===== src/rtl/tlu_handshake_receiver.sv =====
// tlu_handshake_receiver: EUDET-style TLU trigger receiver with internally divided TLU_CLOCK.
// Ports:
//   CLK, RESET                      system clock, asynchronous active-high reset
//   TLU_MODE                        00 off, 01 no handshake, 10 simple, 11 trigger-data
//   DATA_BITS, DATA_MSB_FIRST       word length (0 or too large = DATA_WIDTH) and bit order
//   DATA_DELAY                      sample point in CLK cycles after TLU_CLOCK falls
//   LOW_TIMEOUT                     max cycles waiting for TLU_TRIGGER low (0 = forever)
//   VETO                            downstream near-full, blocks new triggers
//   TLU_TRIGGER / TLU_BUSY / TLU_CLOCK  TLU side handshake lines
//   OUT_VALID / OUT_READY / OUT_DATA    trigger word towards the FIFO writer
//   TRIGGER_ABORT, TRIGGER_COUNT, ABORT_COUNT  abort pulse and readout counters
module tlu_handshake_receiver #(
    parameter int DATA_WIDTH = 31,
    parameter int CLK_DIV    = 4,
    parameter int CNT_WIDTH  = 32
) (
    input  logic                  CLK,
    input  logic                  RESET,
    input  logic [1:0]            TLU_MODE,
    input  logic [5:0]            DATA_BITS,
    input  logic                  DATA_MSB_FIRST,
    input  logic [3:0]            DATA_DELAY,
    input  logic [7:0]            LOW_TIMEOUT,
    input  logic                  VETO,
    input  logic                  TLU_TRIGGER,
    output logic                  TLU_BUSY,
    output logic                  TLU_CLOCK,
    output logic                  OUT_VALID,
    input  logic                  OUT_READY,
    output logic [DATA_WIDTH-1:0] OUT_DATA,
    output logic                  TRIGGER_ABORT,
    output logic [CNT_WIDTH-1:0]  TRIGGER_COUNT,
    output logic [CNT_WIDTH-1:0]  ABORT_COUNT
);
    localparam int DIVW = $clog2(CLK_DIV);
    localparam logic [DIVW-1:0] DIV_MAX = DIVW'(CLK_DIV - 1);
    localparam logic [5:0] DW = 6'(DATA_WIDTH);

    typedef enum logic [1:0] {IDLE, WAIT_LOW, SHIFT, OUTPUT} state_t;

    state_t state, state_n;
    logic trig_prev, trig_edge, msb_l, sample, last, timeout;
    logic [1:0] mode_l, mode_e;
    logic [5:0] n_l, bit_cnt, idx;
    logic [DIVW-1:0] delay_l, div_cnt;
    logic [7:0] low_cnt;

    always_comb begin
        state_n   = state;
        trig_edge = TLU_TRIGGER & ~trig_prev;
        // Settings take effect only once the FSM leaves IDLE
        mode_e    = (state == IDLE) ? TLU_MODE : mode_l;
        sample    = state == SHIFT && !TLU_CLOCK && div_cnt == delay_l;
        last      = sample && bit_cnt == n_l - 6'd1;
        timeout   = LOW_TIMEOUT != 8'd0 && low_cnt + 8'd1 == LOW_TIMEOUT;
        idx       = msb_l ? n_l - 6'd1 - bit_cnt : bit_cnt;
        case (state)
            IDLE:     if (trig_edge && TLU_MODE != 2'b00 && !VETO)
                          state_n = (TLU_MODE == 2'b01) ? OUTPUT : WAIT_LOW;
            WAIT_LOW: if (!TLU_TRIGGER) state_n = (mode_l == 2'b11) ? SHIFT : OUTPUT;
                      else if (timeout) state_n = IDLE;
            SHIFT:    if (last) state_n = OUTPUT;
            default:  if (OUT_READY) state_n = IDLE;
        endcase
    end

    always_ff @(posedge CLK or posedge RESET) begin
        if (RESET) begin
            state         <= IDLE;
            trig_prev     <= 1'b0;
            mode_l        <= 2'b00;
            n_l           <= 6'd0;
            msb_l         <= 1'b0;
            delay_l       <= '0;
            low_cnt       <= 8'd0;
            div_cnt       <= '0;
            bit_cnt       <= 6'd0;
            TLU_BUSY      <= 1'b0;
            TLU_CLOCK     <= 1'b0;
            OUT_VALID     <= 1'b0;
            OUT_DATA      <= '0;
            TRIGGER_ABORT <= 1'b0;
            TRIGGER_COUNT <= '0;
            ABORT_COUNT   <= '0;
        end else begin
            state         <= state_n;
            trig_prev     <= TLU_TRIGGER;
            // Mode 01 never asserts BUSY; a veto only does in handshake modes
            TLU_BUSY      <= (state_n != IDLE && mode_e != 2'b01) | (VETO & TLU_MODE[1]);
            TRIGGER_ABORT <= state == WAIT_LOW && TLU_TRIGGER && timeout;
            OUT_VALID     <= state_n == OUTPUT;
            low_cnt       <= (state == WAIT_LOW) ? low_cnt + 8'd1 : 8'd0;
            if (state == IDLE && state_n != IDLE) begin
                mode_l  <= TLU_MODE;
                n_l     <= (DATA_BITS == 6'd0 || DATA_BITS > DW) ? DW : DATA_BITS;
                msb_l   <= DATA_MSB_FIRST;
                delay_l <= (int'(DATA_DELAY) > CLK_DIV - 1) ? DIV_MAX : DIVW'(DATA_DELAY);
            end
            if (state == WAIT_LOW && TLU_TRIGGER && timeout)
                ABORT_COUNT <= ABORT_COUNT + CNT_WIDTH'(1);
            if (OUT_VALID && OUT_READY)
                TRIGGER_COUNT <= TRIGGER_COUNT + CNT_WIDTH'(1);
            if (state != SHIFT && state != OUTPUT && state_n == OUTPUT)
                OUT_DATA <= DATA_WIDTH'(TRIGGER_COUNT);
            if (state != SHIFT && state_n == SHIFT) begin
                TLU_CLOCK <= 1'b1;
                div_cnt   <= '0;
                bit_cnt   <= 6'd0;
                OUT_DATA  <= '0;
            end else if (state == SHIFT) begin
                div_cnt   <= (div_cnt == DIV_MAX) ? '0 : div_cnt + DIVW'(1);
                TLU_CLOCK <= last ? 1'b0 : (div_cnt == DIV_MAX) ? ~TLU_CLOCK : TLU_CLOCK;
                if (sample) begin
                    OUT_DATA <= OUT_DATA | (DATA_WIDTH'(TLU_TRIGGER) << idx);
                    bit_cnt  <= bit_cnt + 6'd1;
                end
            end else begin
                TLU_CLOCK <= 1'b0;
            end
        end
    end
endmodule


===== config.mk =====
export PLATFORM = sky130hd
export DESIGN_NAME = tlu_handshake_receiver
export DESIGN_NICKNAME = d
export VERILOG_FILES = /design/src/rtl/tlu_handshake_receiver.sv
export SDC_FILE = /design/constraint.sdc
export NUM_CORES = 1
export LEC_CHECK = 0
export ABC_AREA = 0
export ABC_CLOCK_PERIOD_IN_PS = 7100
export BUFFER_PORTS_ARGS = -buffer_cell sky130_fd_sc_hd__buf_2
export CELL_PAD_IN_SITES_DETAIL_PLACEMENT = 1
export CELL_PAD_IN_SITES_GLOBAL_PLACEMENT = 2
export CORE_AREA = 8 8 141 143
export DETAILED_ROUTE_END_ITERATION = 7
export DIE_AREA = 0 0 149 151
export PLACE_DENSITY = 0.91
export SLEW_MARGIN = 10
export SYNTH_ARGS = -nofsm -noshare
export SYNTH_HDL_FRONTEND = slang
export SYNTH_SLANG_ARGS = --single-unit

===== constraint.sdc =====
create_clock -name CLK -period 7.1 [get_ports CLK]
set_input_delay 0.71 -clock CLK [delete_from_list [all_inputs] [get_ports CLK]]
set_output_delay 0.71 -clock CLK [all_outputs]
set_load 0.02 [all_outputs]

* Word-level counts from Yosys, hierarchy flattened
Index checks and enable logic that the tools add are counted.
** Cells by class
- $add $sub $neg :: 7
- $lt $le $gt $ge :: 2
- Equal/unequal tests :: 14
- Shifts and indexed selects :: 1
- Mux-type cells :: 27
- Bitwise operators :: 6
- Reductions and logical operators :: 25
** Operator list (number)
- 31-bit two-way mux :: 4
- 32-bit by 1-bit adder with 32-bit output, second input constant :: 2
- 31-bit bitwise OR :: 1
- 1-bit by 6-bit << shifter with 31-bit output :: 1
- 6-bit two-way mux :: 5
- 2-bit two-way mux :: 11
- 1-bit logical AND :: 14
- 2-bit equality test, second input constant :: 5
- 8-bit by 1-bit adder with 8-bit output, second input constant :: 1
- 8-bit equality test :: 1
- 8-bit two-way mux :: 1
- 2-bit nonzero test :: 4
- 8-bit nonzero test :: 1
- 6-bit by 1-bit adder with 6-bit output, second input constant :: 1
- 6-bit equality test :: 1
- 6-bit by 5-bit greater-than comparator with 1-bit output, second input constant :: 1
- 6-bit logical NOT :: 1
- 2-bit one-hot mux with 3 select lines :: 1
- 6-bit by 1-bit subtractor with 6-bit output, second input constant :: 1
- 6-bit subtractor :: 1
- 1-bit two-way mux :: 5
- 2-bit by 1-bit equality test with 1-bit output, second input constant :: 2
- 4-bit by 2-bit greater-than comparator with 1-bit output, second input constant :: 1
- 2-bit != test, second input constant :: 2
- other kinds (11) :: 14
** Storage, ports and cells
- Bits in registers :: 129
- Input port bits :: 26
- Output and inout port bits :: 99
- Word-level logic and storage cells :: 98

* Logic depth before layout (Yosys ltp)
- Depth after elaboration :: 12
- Depth in mapped cells :: 12
- Depth with buffers taken out :: 11

* Least setup slack after synthesis
No wires, ideal clock.
- Path type :: register to register
- From :: register n_l[0]
- To :: register OUT_DATA[24]
- Setup time :: 77 ps
- Arrival time :: 2442 ps
- Setup slack :: 4581 ps
- Cell stages (with the launch flop) :: 12
- Buffers on the path :: 1
- Clock period less this slack :: 2519 ps
- Path through :: dfrtp_1 > inv_1 > ha_1 > xor2_1 > ha_1 > and3_1 > o21ai_0 > and4b_1 > a211oi_1 > clkbuf_1 > a31oi_1 > a21oi_1
** Between the ends
- Word-level cells in the longest chain between the ends :: 11
- Elaborated cells between the ends (all ways) :: 17
- Classes of those cells :: add/sub: 2; eq/ne: 3; shift: 1; mux: 7; bitwise: 1; reduce/logical: 3
** Ends and longest elaborated chain
- start, declared :: RTL line 44 : logic [5:0] n_l, bit_cnt, idx;
- start signal, assigned :: RTL line 95 : n_l <= (DATA_BITS == 6'd0 || DATA_BITS > DW) ? DW : DATA_BITS;
- 6-bit by 1-bit subtractor with 6-bit output * :: RTL line 54, 56
- 6-bit equality test :: RTL line 54 : last = sample && bit_cnt == n_l - 6'd1;
- 1-bit logical AND :: RTL line 54
- 2-bit two-way mux :: RTL line 62 : SHIFT: if (last) state_n = OUTPUT;
- 2-bit one-hot mux with 3 select lines :: RTL line 57 : case (state)
- 2-bit equality test :: RTL line 103 : if (state != SHIFT && state != OUTPUT && state_n == OUTPUT)
- 1-bit logical AND :: RTL line 103
- 31-bit two-way mux :: RTL line 103
- 31-bit two-way mux :: RTL line 113 : if (sample) begin
- 31-bit two-way mux :: RTL line 110 : end else if (state == SHIFT) begin
- 31-bit two-way mux * :: RTL line 105 : if (state != SHIFT && state_n == SHIFT) begin
- end signal, assigned :: RTL line 104 : OUT_DATA <= DATA_WIDTH'(TRIGGER_COUNT);
- end signal, assigned :: RTL line 114 : OUT_DATA <= OUT_DATA | (DATA_WIDTH'(TLU_TRIGGER) << idx);
- end, declared :: RTL line 30 : output logic [DATA_WIDTH-1:0] OUT_DATA,
Every way passes the cells marked *; elsewhere a longest branch is shown, timed or not.
A chain may end at the register's enable or synchronous reset.

* Final worst setup path
- From :: register low_cnt[0]
- To :: register ABORT_COUNT[27]
** Between the ends
- Word-level cells in the longest chain between the ends :: 4
** Ends and longest elaborated chain
- start, declared :: RTL line 46 : logic [7:0] low_cnt;
- start signal, assigned :: RTL line 92 : low_cnt <= (state == WAIT_LOW) ? low_cnt + 8'd1 : 8'd0;
- 8-bit by 1-bit adder with 8-bit output :: RTL line 55 : timeout = LOW_TIMEOUT != 8'd0 && low_cnt + 8'd1 == LOW_TIMEOUT;
- 8-bit equality test :: RTL line 55
- 1-bit logical AND :: RTL line 55
- 1-bit logical AND :: RTL line 99 : if (state == WAIT_LOW && TLU_TRIGGER && timeout)
- end signal, assigned :: RTL line 100 : ABORT_COUNT <= ABORT_COUNT + CNT_WIDTH'(1);
- end, declared :: RTL line 33 : output logic [CNT_WIDTH-1:0] ABORT_COUNT
Every way passes these cells.

==> out/summary.txt <==
Final count of hold timing violations: 0
Placed cell area: 7380 um2
Starting density of the core: 37.0%
Hold Path Class: in -> async
Final wirelength: 19,700 um
Syn Inst Count: 647
Least-Margin Pin Slew: 1.11 ns
Die area: 22,500 um2
Hold Buf Count CTS: 0
Synth warn: 0
CP Class: reg -> reg
Core Footprint: 17,700 um2
DP Worst Slack: 3.71 ns
Diode count: 0
ANT nets after route: 0
Postcts setup bufs: 0
Layout cell share with drive strength beyond 1: 23.9%
Via total after detailed routing: 5,470
Clk slew on worst S/H paths: 0.06 ns
Power Density: 399 nW/um2
# rows: 49
CP Launch Type: flip-flop
# setup viols final: 0
Reg2Reg Depth: 7
Final Critical Period: 3.27 ns
Grt ovf: 0
RSZ-0062 raised after global routing: no
Initial antenna violation count: 0
Hpwl dp: 14,400 um
P&R area growth vs syn: 22.5%
CP required: 7.43 ns
Max_slew headroom: 26.0%
# fillers: 2,022
Layout Nets: 806
Initial drt markers: 316
DR WL/cell: 19.5 um
Max clock buf depth: 2
Post-synthesis sequential area ratio: 49.3%
Number of remaining DRC errors: 0
FF-to-FF End: ABORT_COUNT[27]
Final TNS setup: 0 ns
Root buf cell: clkbuf_16
Fin area: 8010 um2
Crit. End Element: flip-flop
Finished Layout Cells: 1,010
Vias in the first global route: 5,965
Die width: 149 um
Die span in y: 151 um
CTS tree: done
Clk_lat worst skew: 0.42 ns
Cells after DPL: 977
Vias per inst: 5.42
Pin count of the biggest net entering global routing: 71
Final WS setup: 3.83 ns
Leak pwr: 3.79 nW
Cts repair resizes: 0
H-tree Lvls: 4
CP Max Fanout: 15
Worst EP arrival: 3.60 ns
Clock Skew: 0.00894 ns
Clock Sinks: 129
EDFF count, synth: 0
Post-synthesis net count: 685
Reg2reg setup slack: 3.83 ns
Tot GR Track Use: 17.9%
Synthesized flop and latch total: 129
Syn Area/Cell: 10.1 um2
VDD IR max: 235 uV
TritonRoute pass-1 iters: 4
Max-Cap Viols: 0
Mapped Area: 6540 um2
First-pass GRT wire length: 32,100 um
Status: completed
Total power: 0.00320 W
GP Congestion: 0.867
Ys flop type: dfrtp_1
FFs w/ async S/R, synth: 100%
Num CTS Buffers: 17
Synth cell types: 59
Top-level port count: 125
Final Cycle Share: 46.1%
Crit Reg-Reg Startpoint: low_cnt[0]
Fmax achieved: 0.306 GHz
Port Buf Inserts: 124
Max-slew violation count: 0
-- routing by layer --
| layer | vias up | routed length, um | part of all wire [%] | GRT usage [%] |
|---|---|---|---|---|
| li1 | 2551 | - | - | - |
| met4 | 0 | 313 | 1.6 | 6.16 |
| met5 | - | 0 | 0 | 0 |
| met3 | 24 | 841 | 4.3 | 4.03 |
| met2 | 117 | 9660 | 49 | 29.5 |
| met1 | 2778 | 8880 | 45 | 22.8 |
-- registers in the layout, indices dropped and copies added (netlist names) --
register	count
ABORT_COUNT	32
OUT_DATA	31
OUT_VALID	1
TLU_BUSY	1
TLU_CLOCK	1
TRIGGER_ABORT	1
TRIGGER_COUNT	32
bit_cnt	6
delay_l	2
div_cnt	2
low_cnt	8
mode_l	2
msb_l	1
n_l	6
state	2
trig_prev	1
-- per-stage QoR --
step | hold WS (ns) | util, %
final | 0.435 | 45.4
after global routing | 0.498 | 45.4
after CTS | 0.463 | 45.3
after detailed placement | 0.464 | 41.8
after global placement | 0.457 | 41.8
after floorplan | 0.484 | -
-- placed cells by master (no fill, tap or decap), types with 2 or more instances in the layout --
cell and n:
a2111oi_4 2, a211o_2 2, a211oi_1 2, a21oi_1 39
a31oi_1 33, and2_1 14, and3_1 16, and4_1 7
buf_2 124, buf_4 3, bufinv_16 4, clkbuf_16 17
clkinv_2 3, clkinvlp_4 3, dfrtp_1 129, ha_1 11
inv_1 19, inv_6 2, mux2_2 4, nand2_1 45
nand2b_1 3, nand3_1 32, nand3_2 3, nand4_1 15
nor2_1 40, nor2b_1 11, nor3_1 10, nor3b_1 2
nor4_1 4, o2111ai_1 2, o211ai_1 3, o21a_1 2
o21ai_0 44, o22ai_1 2, o32ai_1 4, or2_2 2
or3_1 6, or4b_4 3, xnor2_1 66, xor2_1 21
-- layout make-up --
cell class                 instances  area (um2)  share of cell area (%)
timing repair buffer             128         654                    8.17
clock buffer                      19         443                    5.53
tap                              229         287                    3.58
multi-input combinational        472        3140                    39.2
sequential                       129        3230                    40.3
clock inverter                    13         184                    2.30
inverter                          20        77.6                   0.968
-- Yosys cell counts, drive strengths merged, types with 8 or more instances --
master  instances  area [um2]
xor2           21         184
ha             11         138
nand4          15        93.8
and2           14        87.6
nand3          35         190
xnor2          66         578
nor2b          11        68.8
nor2           40         150
nand2          46         180
and4            8        72.6
a21oi          40         200
a31oi          33         206
and3           17         108
nor3           10        50.1
dfrtp         129        3230
inv            20        75.1
o21ai          44         220
clkbuf         20        88.8
-- critical path, cell delays in order, from the launching register on --
cell and delay [ns]:
dfrtp_1 0.45, ha_1 0.23, nand3_1 0.24, o22ai_1 0.25, or4b_4 0.55, a2111oi_4 0.96, nand4_1 0.25, xnor2_1 0.25
-- kinds of logic (layout without fill, tap and decap cells) --
group | count (synthesis) | in the layout | share of synthesized area (%)
xor gates and xnor gates | 87 | 87 | 11.6
AOI/OAI and AO/OA | 145 | 145 | 13.8
buffers and inverters | 46 | 180 | 3.10
DFF | 129 | 129 | 49.3
adders and majority gates | 12 | 12 | 2.41
muxes | 6 | 6 | 1.01
and+or+nand+nor | 222 | 222 | 18.7
-- where the power goes --
part | switching [W] | internal [W] | total, W
logic | 0.000763 | 0.000431 | 0.00119
registers | 0.000172 | 0.000895 | 0.00107
clock network | 0.000340 | 0.000597 | 0.000937
total | 0.00128 | 0.00192 | 0.00320
-- worst max-delay path by stage --
| stage | start | to | slack [ns] |
|---|---|---|---|
| floorplan | RESET | ABORT_COUNT[0] | 2.95 |
| global placement | LOW_TIMEOUT[4] | ABORT_COUNT[31] | 4.01 |
| detailed placement | n_l[0] | OUT_DATA[10] | 3.71 |
| CTS | n_l[0] | OUT_DATA[10] | 3.67 |
| global route | low_cnt[0] | ABORT_COUNT[27] | 3.56 |
| finish | low_cnt[0] | ABORT_COUNT[27] | 3.83 |
No activity file was read; power rests on OpenSTA's default activity.
